## config.mk

```make
export PLATFORM = sky130hd
export DESIGN_NAME = led_ctrl
export DESIGN_NICKNAME = d
export VERILOG_FILES = /design/src/rtl/led_ctrl.sv
export SDC_FILE = /design/constraint.sdc
export NUM_CORES = 1
export LEC_CHECK = 0
export ABC_AREA = 1
export ABC_CLOCK_PERIOD_IN_PS = 1600
export CAP_MARGIN = 20
export CORE_MARGIN = 8
export CORE_UTILIZATION = 36
export CTS_BUF_LIST = sky130_fd_sc_hd__clkbuf_8 sky130_fd_sc_hd__clkbuf_16
export DETAILED_ROUTE_END_ITERATION = 10
export GPL_ROUTABILITY_DRIVEN = 0
export GPL_TIMING_DRIVEN = 1
export RECOVER_POWER = 25
export SKIP_CTS_REPAIR_TIMING = 1
export SLEW_MARGIN = 20
export SYNTH_ARGS = -nofsm -noshare
export SYNTH_HDL_FRONTEND = slang
export SYNTH_SLANG_ARGS = --single-unit
```

## constraint.sdc

```tcl
create_clock -name main_clk -period 1.6 [get_ports main_clk]
set_clock_uncertainty 0.15 [all_clocks]
set_input_delay 0.16 -clock main_clk [delete_from_list [all_inputs] [get_ports main_clk]]
set_output_delay 0.16 -clock main_clk [all_outputs]
set_load 0.01 [all_outputs]
```

## src/rtl/led_ctrl.sv

```systemverilog
// led_ctrl: per-channel button-driven LED controller.
//   Each active-low button is synchronized, debounced and turned into a single
//   press pulse. Each press steps that channel's mode OFF -> ON -> BLINK -> PWM -> OFF.
//   BLINK LEDs follow a shared blink phase, and PWM LEDs follow a shared 8-bit PWM
//   counter compared against a latched duty value.
//
// Build option:
//   LED_CTRL_PWM_EN  When defined, the PWM mode and its counter/duty latch are
//                    built. When undefined, the mode sequence is 0 -> 1 -> 2 -> 0,
//                    and duty is ignored.
//
// Ports:
//   main_clk  system clock, rising edge
//   rst       synchronous, active-low reset
//   n_button  raw asynchronous buttons, active-low, one per channel
//   duty      shared PWM duty value
//   n_led     registered LED drives, active-low
//   mode_o    per-channel mode; channel i is at bits [2i+1:2i]
//   press_o   one-cycle debounced press pulse per channel
module led_ctrl #(
  parameter int unsigned NUM_LED     = 4,
  parameter int unsigned DB_CYCLES   = 16,
  parameter int unsigned BLINK_DIV_W = 24
) (
  input  logic                   main_clk,
  input  logic                   rst,
  input  logic [NUM_LED-1:0]     n_button,
  input  logic [7:0]             duty,
  output logic [NUM_LED-1:0]     n_led,
  output logic [2*NUM_LED-1:0]   mode_o,
  output logic [NUM_LED-1:0]     press_o
);

  localparam int unsigned CNT_W = $clog2(DB_CYCLES);
  localparam logic [CNT_W-1:0] CNT_MAX = CNT_W'(DB_CYCLES - 1);

  typedef enum logic [1:0] {
    MODE_OFF   = 2'd0,
    MODE_ON    = 2'd1,
    MODE_BLINK = 2'd2,
    MODE_PWM   = 2'd3
  } mode_e;

  logic [NUM_LED-1:0]     sync1;
  logic [NUM_LED-1:0]     sync2;
  logic [NUM_LED-1:0]     deb;
  logic [CNT_W-1:0]       db_cnt [NUM_LED];
  mode_e                  mode   [NUM_LED];
  logic [BLINK_DIV_W-1:0] blink_div;
  logic                   blink_phase;
  logic                   pwm_lit_c;

  // Next mode for a channel; the wrap point depends on whether PWM is built
  function automatic mode_e next_mode(input mode_e m);
    mode_e n;
    n = MODE_OFF;
    case (m)
      MODE_OFF:   n = MODE_ON;
      MODE_ON:    n = MODE_BLINK;
`ifdef LED_CTRL_PWM_EN
      MODE_BLINK: n = MODE_PWM;
`else
      MODE_BLINK: n = MODE_OFF;
`endif
      default:    n = MODE_OFF;
    endcase
    return n;
  endfunction

  // Two-flop synchronizer on the inverted (active-high) buttons
  always_ff @(posedge main_clk) begin
    if (!rst) begin
      sync1 <= '0;
      sync2 <= '0;
    end else begin
      sync1 <= ~n_button;
      sync2 <= sync1;
    end
  end

  // Debounce: the synced level must differ for DB_CYCLES consecutive cycles.
  // The press pulse is raised on the same edge that the debounced level rises.
  always_ff @(posedge main_clk) begin
    if (!rst) begin
      deb     <= '0;
      press_o <= '0;
      for (int i = 0; i < int'(NUM_LED); i++) begin
        db_cnt[i] <= '0;
      end
    end else begin
      press_o <= '0;
      for (int i = 0; i < int'(NUM_LED); i++) begin
        if (sync2[i] == deb[i]) begin
          db_cnt[i] <= '0;
        end else if (db_cnt[i] == CNT_MAX) begin
          deb[i]     <= sync2[i];
          db_cnt[i]  <= '0;
          press_o[i] <= sync2[i];
        end else begin
          db_cnt[i] <= db_cnt[i] + CNT_W'(1);
        end
      end
    end
  end

  // Per-channel mode stepping on a press pulse
  always_ff @(posedge main_clk) begin
    if (!rst) begin
      for (int i = 0; i < int'(NUM_LED); i++) begin
        mode[i] <= MODE_OFF;
      end
    end else begin
      for (int i = 0; i < int'(NUM_LED); i++) begin
        if (press_o[i]) begin
          mode[i] <= next_mode(mode[i]);
        end
      end
    end
  end

  for (genvar g = 0; g < int'(NUM_LED); g++) begin : g_mode_o
    assign mode_o[2*g +: 2] = mode[g];
  end

  // Free-running blink prescaler; the phase flips on every wrap
  always_ff @(posedge main_clk) begin
    if (!rst) begin
      blink_div   <= '0;
      blink_phase <= 1'b0;
    end else begin
      blink_div <= blink_div + BLINK_DIV_W'(1);
      if (&blink_div) begin
        blink_phase <= ~blink_phase;
      end
    end
  end

`ifdef LED_CTRL_PWM_EN
  logic [7:0] pwm_cnt;
  logic [7:0] duty_q;

  // PWM counter and duty latch; the duty only changes at counter 0
  always_ff @(posedge main_clk) begin
    if (!rst) begin
      pwm_cnt <= '0;
      duty_q  <= '0;
    end else begin
      pwm_cnt <= pwm_cnt + 8'd1;
      if (pwm_cnt == 8'd0) begin
        duty_q <= duty;
      end
    end
  end

  // At counter 0 the value being latched is already the one in force
  always_comb begin
    pwm_lit_c = 1'b0;
    if (pwm_cnt == 8'd0) begin
      pwm_lit_c = (pwm_cnt < duty);
    end else begin
      pwm_lit_c = (pwm_cnt < duty_q);
    end
  end
`else
  logic unused_duty;
  assign unused_duty = ^duty;
  assign pwm_lit_c   = 1'b0;
`endif

  // Registered active-low LED drive
  always_ff @(posedge main_clk) begin
    if (!rst) begin
      n_led <= '1;
    end else begin
      for (int i = 0; i < int'(NUM_LED); i++) begin
        case (mode[i])
          MODE_OFF:   n_led[i] <= 1'b1;
          MODE_ON:    n_led[i] <= 1'b0;
          MODE_BLINK: n_led[i] <= ~blink_phase;
          MODE_PWM:   n_led[i] <= ~pwm_lit_c;
          default:    n_led[i] <= 1'b1;
        endcase
      end
    end
  end

endmodule

```

; ---- Yosys cells after proc, flatten, opt, wreduce, memory -nomap -nowiden
; Memories as Yosys holds them, arrays and structs flattened.
; Cells that the tools add are included.
[word_totals]
regBits = 45
ramBits = 24
input_bits = 14
output_inout_bits = 16
word_cells = 173
mem_count = 2
[classes]
n_addsub = 5
eq_ne = 20
muxes = 89
bitwise = 27
n_reduce_logical = 17
[mem_list]
columns = memory, depth, width, read_ports, rd_ports_with_merged_regs, write_ports, line_no
row1 = db_cnt, 4, 4, 4, 0, 4, 47  ; logic [CNT_W-1:0] db_cnt [NUM_LED];
row2 = mode, 4, 2, 4, 0, 4, 48  ; mode_e mode [NUM_LED];
[op_table]
columns = operator, n
row1 = $mux W1, 57
row2 = $mux W4, 12
row3 = $add A24 B1 Y24 const B, 1
row4 = $mux W2, 12
row5 = $reduce_and A24 Y1, 1
row6 = $add A4 B1 Y4 const B, 4
row7 = $eq A2 B2 Y1 const B, 8
row8 = $eq A4 B4 Y1 const B, 4
row9 = $or A1 B1 Y1, 16
row10 = $pmux W2 S2, 4
row11 = $pmux W1 S3, 4
row12 = $reduce_or A3 Y1, 4
row13 = $not A1 Y1, 10
row14 = $eq A2 B1 Y1 const B, 4
row15 = $logic_not A2 Y1, 4
row16 = $reduce_and A2 Y1, 4
row17 = $reduce_or A2 Y1, 4
row18 = $eq A1 B1 Y1, 4
row19 = $not A4 Y4, 1

; ---- Longest topological paths before layout
; Gate-level depths: netlist of run 1.
; An unclocked memory read counts as a cell.
[logic_depth]
word_depth = 8
mapped_depth = 8
mapped_depth_nobuf = 8

; ---- Worst setup path before layout of run 1
; Ideal clock, no wire load.
[synth_path]
path_kind = register to register
startpoint = reg blink_div[0]
endpoint = reg blink_div[14]
setup_ns = 0.116
t_arrival_ns = 1.116
t_required_ns = 1.334
path_slack_ns = 0.218
path_stages_with_launch = 8
n_path_buf = 0
period_less_slack_ns = 1.382
path_cell_list = dfxtp_1 ha_1 nand2_2 nor2_1 nand2_1 nor2_4 and2_1 nor2_1
[synth_via]
elab_chain_len = 1
[synth_rtl]
columns = element, line_no
row1 = from (decl), 49  ; logic [BLINK_DIV_W-1:0] blink_div;
row2 = from (signal assigned), 131  ; blink_div <= blink_div + BLINK_DIV_W'(1);
row3 = $add A24 B1 Y24, 131
; Every way passes these cells.
; A chain may end at the register's enable or synchronous reset.

; ---- Final worst setup path of run 1
[layout_path]
startpoint = reg n_led[0]
endpoint = out n_led[0]
[layout_rtl]
columns = element, line_no
row1 = from (decl), 29  ; output logic [NUM_LED-1:0] n_led,
row2 = "from (signal, indexed assignment)", 179  ; MODE_BLINK: n_led[i] <= ~blink_phase;
row3 = "from (signal, indexed assignment)", 180  ; MODE_PWM: n_led[i] <= ~pwm_lit_c;
; No word-level cell between the ends.

==> results of run 1 <==
-- metrics by stage --
stage / std cells / power (µW) / instance area, µm² / hold slack [ns] / utilization
6_report: 534 / 3610 / 3870 / 0.179 / 0.448
5_1_grt: 534 / 3780 / 3870 / 0.172 / 0.448
4_1_cts: 531 / 3670 / 3820 / 0.172 / 0.442
3_5_place_dp: 515 / 2120 / 3600 / 0.247 / 0.417
3_3_place_gp: 515 / 2110 / 3600 / 0.242 / 0.417
2_1_floorplan: 386 / 2040 / 3230 / 0.0824 / -
-- sequential cells by signal, summed over array words and instances, names as in the netlist --
register / flops
blink_div: 24
blink_phase: 1
db_cnt: 16
deb: 4
mode: 8
n_led: 4
press_o: 4
sync1: 4
sync2: 4
-- synthesized netlist by cell type (all sizes together) (4+ instances only) --
master | instances | area [µm²]
nor2 | 77 | 354
a21oi | 13 | 65.1
ha | 17 | 213
nor3 | 5 | 25.0
nand2 | 74 | 298
inv | 46 | 173
nand3 | 23 | 115
and3 | 4 | 25.0
clkbuf | 4 | 25.0
xor2 | 10 | 87.6
dfxtp | 45 | 901
nand4 | 5 | 31.3
o21ai | 9 | 45.0
edfxtp | 24 | 721
-- layout make-up --
class,count,area share
multi-input cells,264,0.363
well taps,108,0.0349
repair buffers,31,0.0818
flip-flops and latches,69,0.420
inverters,46,0.0446
clock buffers,9,0.0320
clock inverters,7,0.0236
-- metal layers --
layer	routed length (µm)	up-vias	part of all wire
met3	284	11	0.050
met2	2640	28	0.47
met4	102	0	0.018
met5	0	-	0
met1	2610	1082	0.46
li1	-	1264	-
-- power by group --
group / switching, µW / internal [µW]
clock network: 665 / 871
registers: 30.1 / 1860
logic: 100 / 84.7
-- logic make-up after synthesis --
| logic type | synth area share |
|---|---|
| buf+inv | 0.0669 |
| xor+xnor | 0.0358 |
| flops | 0.510 |
| compound gates | 0.0441 |
| fa+ha+maj | 0.0669 |
| simple gates | 0.275 |
| other cells | 0.00118 |
-- worst min path at each step --
stage / startpoint / to / slack (ns) / depth (start not counted)
after floorplan: n_button[0] / sync1[0] / 0.08 / 1
after global placement: sync1[0] / sync2[0] / 0.24 / 2
after detailed placement: sync1[2] / sync2[2] / 0.25 / 2
after CTS: n_button[3] / sync1[3] / 0.17 / 2
after global routing: n_button[3] / sync1[3] / 0.17 / 2
final: n_button[3] / sync1[3] / 0.18 / 2
-- worst register-to-register path: stages (launching register included) --
cell and delay, ns:
dfxtp_2 0.34, ha_2 0.19, nand2_2 0.08, nor2_1 0.18, nand2_2 0.11, nor2_4 0.14, and2_1 0.13, nor2_1 0.04
==> impl_metrics.json, run 1 <==
{
  "status": "completed",
  "ys.warnings.count": 0,
  "p_leak_uw": 0.00177,
  "dp_slack_ns": -0.00580,
  "fin_setup_tns_ns": 0,
  "drv_slew": 0,
  "first_global_vias": 2169,
  "grt_pass1_wl_um": 9300,
  "ys_seq_elements": 69,
  "gr-usage-met1": 0.112,
  "worst_pin_slew_ns": 0.571,
  "post-route-min-period_ns": 1.50,
  "coreArea_um2": 8640,
  "io_pins": 30,
  "path_depth": 1,
  "use_met3": 0.0404,
  "port_buffers": 21,
  "grt_busiest_layer": "met2",
  "drive_above_1_share": 0.103,
  "rows": 34,
  "initial_utilization": 0.368,
  "htreeDepth": 3,
  "hpwl_um": 4180,
  "setup_violations": 0,
  "cts_tree": "yes",
  "fin_crit_sh": 0.938,
  "ir_drop_mv": 0.396,
  "clock_latency_ns": 0.35,
  "wl_um": 5640,
  "overflow": 0,
  "critPathSlowestCell": "clkdlybuf4s50_1",
  "worst-r2r-cell-count": 7,
  "crit_path_start_kind": "flop",
  "synthArstFlopShare": 0,
  "slowest_delay_ns": 0.54,
  "powerDensity_nw_per_um2": 934,
  "critPathKind": "flop to output pin",
  "fillers": 865,
  "rr_startpoint": "blink_div[0]",
  "clk_pin_slew_ns": 0.07,
  "wire_per_inst_um": 10.6,
  "crit_end": "n_led[0]",
  "hold_path.class": "primary input to flop",
  "drtIter0Drc": 102,
  "slew_headroom": 0.619,
  "rsz0062_at_grt": "true",
  "globalRouteMet2Util": 0.161,
  "crit_fanout": 1,
  "worstPathCellList": "clkdlybuf4s50_1",
  "clock-root-buffer": "clkbuf_8",
  "r2r_setup_slack_ns": 0.12,
  "synth-main-ff-cell": "dfxtp_1",
  "vias": 2385,
  "crit_family": "buffers and inverters",
  "numCtsBuffers": 9,
  "cp-end-kind": "output pin",
  "grt_max_degree": 16,
  "yosysSeqAreaShare": 0.510,
  "grt_usage": 0.0983,
  "fmax_mhz": 666,
  "synth-edff-count": 24,
  "worstPathArrival_ns": 1.19,
  "startpoint": "n_led[0]",
  "cp.required_ns": 1.29,
  "clockBufferDepth": 2,
  "hold_viol": 0,
  "dr.pass1.iters": 4,
  "max_cap_violations": 0,
  "drcViolationCount": 0,
  "fin_nets": 452,
  "synth_cells": 371,
  "die-area_um2": 12100,
  "cp_num_buf_inv": 1,
  "viasPerCell": 4.47,
  "reg2reg_to": "blink_div[14]",
  "final_cell_mix": "nand2_1, nor2_1, inv_1",
  "ys_types": 27,
  "clock-sinks": 69,
  "multi_input_area_um2": 1410,
  "syn2layout_area_growth_pct": 21.7,
  "avgSynthCellArea_um2": 8.57,
  "drtAntennaViolNets": 0,
  "die_height_um": 110,
  "regArea_um2": 1620,
  "setup_slack_ns": 0.0986,
  "dieWidth_um": 110,
  "n_antenna_cell": 0,
  "antenna_found_initial": 0,
  "synth.cell_area_um2": 3180
}
(Power assumes the default switching activity.)
==> run 2: changes to the inputs <==
--- a/config.mk
+++ b/config.mk
@@ -7,5 +7,4 @@
 export LEC_CHECK = 0
 export ABC_AREA = 1
-export ABC_CLOCK_PERIOD_IN_PS = 1600
 export CAP_MARGIN = 20
 export CORE_MARGIN = 8
--- a/constraint.sdc
+++ b/constraint.sdc
@@ -3,3 +3,3 @@
 set_input_delay 0.16 -clock main_clk [delete_from_list [all_inputs] [get_ports main_clk]]
 set_output_delay 0.16 -clock main_clk [all_outputs]
-set_load 0.01 [all_outputs]
+set_load 0.05 [all_outputs]
==> run 2 against run 1 <==
Compared with the run above: clock power is essentially flat; critical path depth rose by 7; largest power group unchanged; register-to-register slack worse by 0.02 ns; global-route usage up 0.50 points; non-clock buffer count fell by 3; first-iteration DRC count shrank 19%; sequential power about the same; wire length decreased by 0.18%; via count fell by 0.63%; final area down 1.7%; fmax increased by 0.11%.
==> impl_metrics.json, run 2 (same netlist as run 1, synthesis figures left out) <==
{
  "powerDensity_nw_per_um2": 967,
  "cts_tree": "yes",
  "dr.pass1.iters": 4,
  "worst-r2r-cell-count": 8,
  "reg_top3": "blink_div x24, db_cnt x16, mode x8",
  "antenna_found_initial": 0,
  "clk_pin_slew_ns": 0.08,
  "overflow": 0,
  "io_pins": 30,
  "fin_nets": 449,
  "p_switching_uw": 823,
  "hold_viol": 0,
  "comb_power_share": 0.059,
  "clock-root-buffer": "clkbuf_8",
  "drtAntennaViolNets": 0,
  "hold_path.class": "primary input to flop",
  "dp_slack_ns": -0.0323,
  "wire_per_inst_um": 10.6,
  "hpwl_um": 4290,
  "drcViolationCount": 0,
  "final_common_cell": "nand2_1",
  "viasPerCell": 4.46,
  "syn2layout_area_growth_pct": 19.6,
  "p_int_uw": 2850,
  "first_global_vias": 2348,
  "wl_um": 5630,
  "drv_slew": 0,
  "setup_slack_ns": 0.100,
  "final_cell_mix": "nand2_1, nor2_1, inv_1",
  "initial_utilization": 0.368,
  "post-route-min-period_ns": 1.50,
  "dieWidth_um": 110,
  "cp.required_ns": 1.68,
  "crit_fanout": 6,
  "setup_violations": 0,
  "drtIter0Drc": 83,
  "die_height_um": 110,
  "die-area_um2": 12100,
  "critPathKind": "flop to flop",
  "port_buffers": 21,
  "grt_usage": 0.103,
  "ir_drop_mv": 0.371,
  "worst_pin_slew_ns": 0.600,
  "status": "completed",
  "numCtsBuffers": 9,
  "n_antenna_cell": 0,
  "min_path_cells": 2,
  "crit_path_start_kind": "flop",
  "pwr-share-clk": 0.427,
  "finalInstanceArea_um2": 3800,
  "cp-end-kind": "flop",
  "largest_reg_flops": 24,
  "swShare": 0.224,
  "top_register": "blink_div",
  "grt_max_degree": 14,
  "worstPathArrival_ns": 1.58,
  "max_cap_violations": 0,
  "p_seq_frac": 0.515,
  "drive_above_1_share": 0.137,
  "coreArea_um2": 8640,
  "slew_headroom": 0.602,
  "grt_pass1_wl_um": 9920,
  "clockBufferDepth": 2,
  "rows": 34,
  "finalNonFillerCells": 531,
  "finish.utilization": 0.440,
  "vias": 2370,
  "postPlaceCellArea_um2": 3590,
  "p_leak_uw": 0.00159,
  "fin_crit_sh": 0.937,
  "clock_latency_ns": 0.33,
  "holdWs_ns": 0.194,
  "fmax_mhz": 667,
  "clock-sinks": 69,
  "htreeDepth": 3,
  "dpl.cell_count": 515
}
## run 2: cell types whose count changed in the layout (fill, tap and decap cells not counted), moves of 2 or more
cell and delta:
clkbuf_1 +2, nor2_1 -2, buf_12 +2, dlymetal6s2s_1 -12, clkbuf_2 +2, nor2_2 +2, buf_4 +7, clkdlybuf4s50_1 -5
## run 2: worst max-delay path: stages (launching register included)
cell     delay, ns
dfxtp_2       0.34
ha_2          0.18
nand2_2       0.09
nor2_4        0.17
nand2_2       0.11
nor2_4        0.15
nand3_1       0.09
nand2_1       0.06
nor2_1        0.04
## run 2: area by class of cell
type / instances / area, µm²
clock buffer: 10 / 138
clock inverter: 6 / 86.3
fill: 865 / 4830
inverter: 46 / 173
multi-input combinational: 264 / 1410
sequential: 69 / 1620
tap: 108 / 135
timing repair buffer: 28 / 236
## run 2: metrics by stage
step                      setup TNS (ns)  total power [µW]
final                                  0              3680
after global routing            -0.00633              3840
after CTS                              0              3730
after detailed placement          -0.134              2160
after global placement                 0              2150
after floorplan                        0              2080
## run 2: layer usage
layer | GRT usage | part of all wire | up-vias | routed length [µm]
met5 | 0 | 0 | - | 0
met4 | 0.0521 | 0.017 | 0 | 97
met3 | 0.0234 | 0.046 | 9 | 257
met2 | 0.180 | 0.48 | 30 | 2710
met1 | 0.116 | 0.46 | 1075 | 2560
li1 | - | - | 1256 | -
## run 2: final timing paths
check / slack [ns] / end / start
max: 0.10 / blink_div[20] / blink_div[0]
max reg2reg: 0.10 / blink_div[20] / blink_div[0]
min reg2reg: 0.26 / sync2[0] / sync1[0]
min: 0.19 / sync1[3] / n_button[3]
## run 2: power by group through the flow
stage / logic, µW / registers [µW] / clock network, µW
CTS: 228 / 1890 / 1620
finish: 216 / 1890 / 1570
floorplan: 107 / 1970 / 0
global route: 246 / 1900 / 1690
global placement: 221 / 1930 / 0
detailed placement: 226 / 1930 / 0
==> run 3: changes to the inputs <==
Settings changed: CORE_ASPECT_RATIO set to 1.75, GPL_TIMING_DRIVEN 1 to 0.
==> run 3 against run 2 <==
Compared with the run above: clock power up 22%; sequential power is essentially flat; largest cell class unchanged; worst setup slack better by 0.0049 ns; critical path type unchanged.
==> impl_metrics.json, run 3 (same netlist as run 1, synthesis figures left out) <==
{
  "cp.required_ns": 1.67,
  "r2r_setup_slack_ns": 0.11,
  "htreeDepth": 3,
  "fmax_mhz": 669,
  "fillers": 867,
  "min_path_cells": 4,
  "regArea_um2": 1620,
  "hold_path.class": "primary input to flop",
  "grt_usage": 0.111,
  "holdWs_ns": 0.134,
  "syn2layout_area_growth_pct": 23.9,
  "p_leak_uw": 0.00181,
  "max_cap_violations": 0,
  "grt_pass1_wl_um": 10600,
  "reg_top3": "blink_div x24, db_cnt x16, mode x8",
  "fin_setup_tns_ns": 0,
  "cp_num_buf_inv": 0,
  "drcViolationCount": 0,
  "slew_headroom": 0.614,
  "drtIter0Drc": 86,
  "finish.utilization": 0.457,
  "status": "completed",
  "port_buffers": 20,
  "dieWidth_um": 87.0,
  "first_global_vias": 2394,
  "hold_viol": 0,
  "critPathKind": "flop to flop",
  "antenna_found_initial": 0,
  "setup_violations": 0,
  "cts_tree": "yes",
  "initial_utilization": 0.369,
  "final_common_cell": "nand2_1",
  "viasPerCell": 4.42,
  "worst_pin_slew_ns": 0.579,
  "reg2reg_to": "blink_phase",
  "numCtsBuffers": 9,
  "overflow": 0,
  "die_height_um": 140,
  "crit_family": "simple AND/OR/NAND/NOR gates",
  "clockBufferDepth": 2,
  "clock-root-buffer": "clkbuf_16",
  "drtAntennaViolNets": 0,
  "rr_startpoint": "blink_div[0]",
  "n_antenna_cell": 0,
  "multi_input_area_um2": 1420,
  "worstPathCellList": "ha_2, nand2_2, nor2_4, nand2_4, nor2_4, nand3_1, nand2_1, nor2_1",
  "worstPathArrival_ns": 1.56,
  "largest_reg_flops": 24,
  "drive_above_1_share": 0.102,
  "crit_path_start_kind": "flop",
  "die-area_um2": 12200,
  "cp-end-kind": "flop",
  "ir_drop_mv": 0.486,
  "top_register": "blink_div",
  "drv_slew": 0,
  "clock_latency_ns": 0.33,
  "crit_path_frequent_cell": "nor2_4",
  "crit_fanout": 6,
  "hold_end": "blink_div[20]",
  "wl_um": 6060,
  "wire_per_inst_um": 11.2,
  "post-route-min-period_ns": 1.49,
  "hpwl_um": 4530,
  "vias": 2385,
  "io_pins": 30,
  "critPathSlowestCell": "dfxtp_2",
  "rsz0062_at_grt": "true",
  "hold_start": "rst",
  "coreArea_um2": 8610,
  "clk_pin_slew_ns": 0.05,
  "worst-r2r-cell-count": 8,
  "dr.pass1.iters": 4,
  "grt_max_degree": 12,
  "final_cell_mix": "nand2_1, nor2_1, inv_1",
  "fin_crit_sh": 0.934,
  "slowest_delay_ns": 0.34,
  "rows": 45,
  "clock-sinks": 69,
  "fin_nets": 448,
  "powerDensity_nw_per_um2": 1020
}
run 3: changes by cell type in the layout (fill, tap and decap cells not counted), sizes merged:
cell,change
clkbuf,-3
buf,-13
bufinv,-1
clkinv,-1
dlygate4sd3,-1
dlymetal6s2s,+16
inv,+2
run 3: area by class of cell:
cell class / count / share of cell area
buffer: 7 / 0.0102
clock inverter: 6 / 0.0140
clock buffer: 10 / 0.0607
sequential: 69 / 0.412
multi-input combinational: 264 / 0.361
tap: 117 / 0.0372
timing repair buffer: 20 / 0.0610
inverter: 46 / 0.0439
run 3: worst reg2reg max path: stages, from the launching register on:
cell and delay (ns):
dfxtp_2 0.34, ha_2 0.18, nand2_2 0.09, nor2_4 0.20, nand2_4 0.09, nor2_4 0.14, nand3_1 0.09, nand2_1 0.07
nor2_1 0.03
run 3: report_power, final:
part	switching [µW]	leakage (µW)	internal, µW	total [µW]
registers	30.3	0.000614	1860	1890
clock network	690	0.000151	1230	1920
logic	144	0.00105	77.4	221
run 3: metrics by stage:
stage                     std cells  total power, µW  cell area [µm²]  setup WS [ns]
after floorplan                 386             2080             3230         0.0745
after global routing            539             4200             3940       -0.00516
after detailed placement        523             2150             3580         0.0734
final                           539             4030             3940          0.105
after CTS                       539             4100             3870         -0.271
after global placement          523             2150             3580         0.0941
run 3: how the worst max path moves through the flow:
| stage | from | slack (ns) | depth (start not counted) | to |
|---|---|---|---|---|
| final | blink_div[0] | 0.11 | 8 | blink_phase |
| after global routing | blink_div[0] | -0.005 | 8 | blink_phase |
| after CTS | press_o[2] | -0.27 | 1 | press_o[2] |
| after detailed placement | blink_div[0] | 0.07 | 8 | blink_phase |
| after global placement | blink_div[0] | 0.09 | 8 | blink_div[22] |
| after floorplan | mode[0][0] | 0.07 | 3 | mode[0][0] |
run 3: routing by layer:
layer,global-route usage,vias up,part of all wire
met3,0.0305,9,0.029
met2,0.201,30,0.55
met5,0,-,0
met4,0.0630,0,0.022
met1,0.107,1095,0.40
li1,-,1251,-
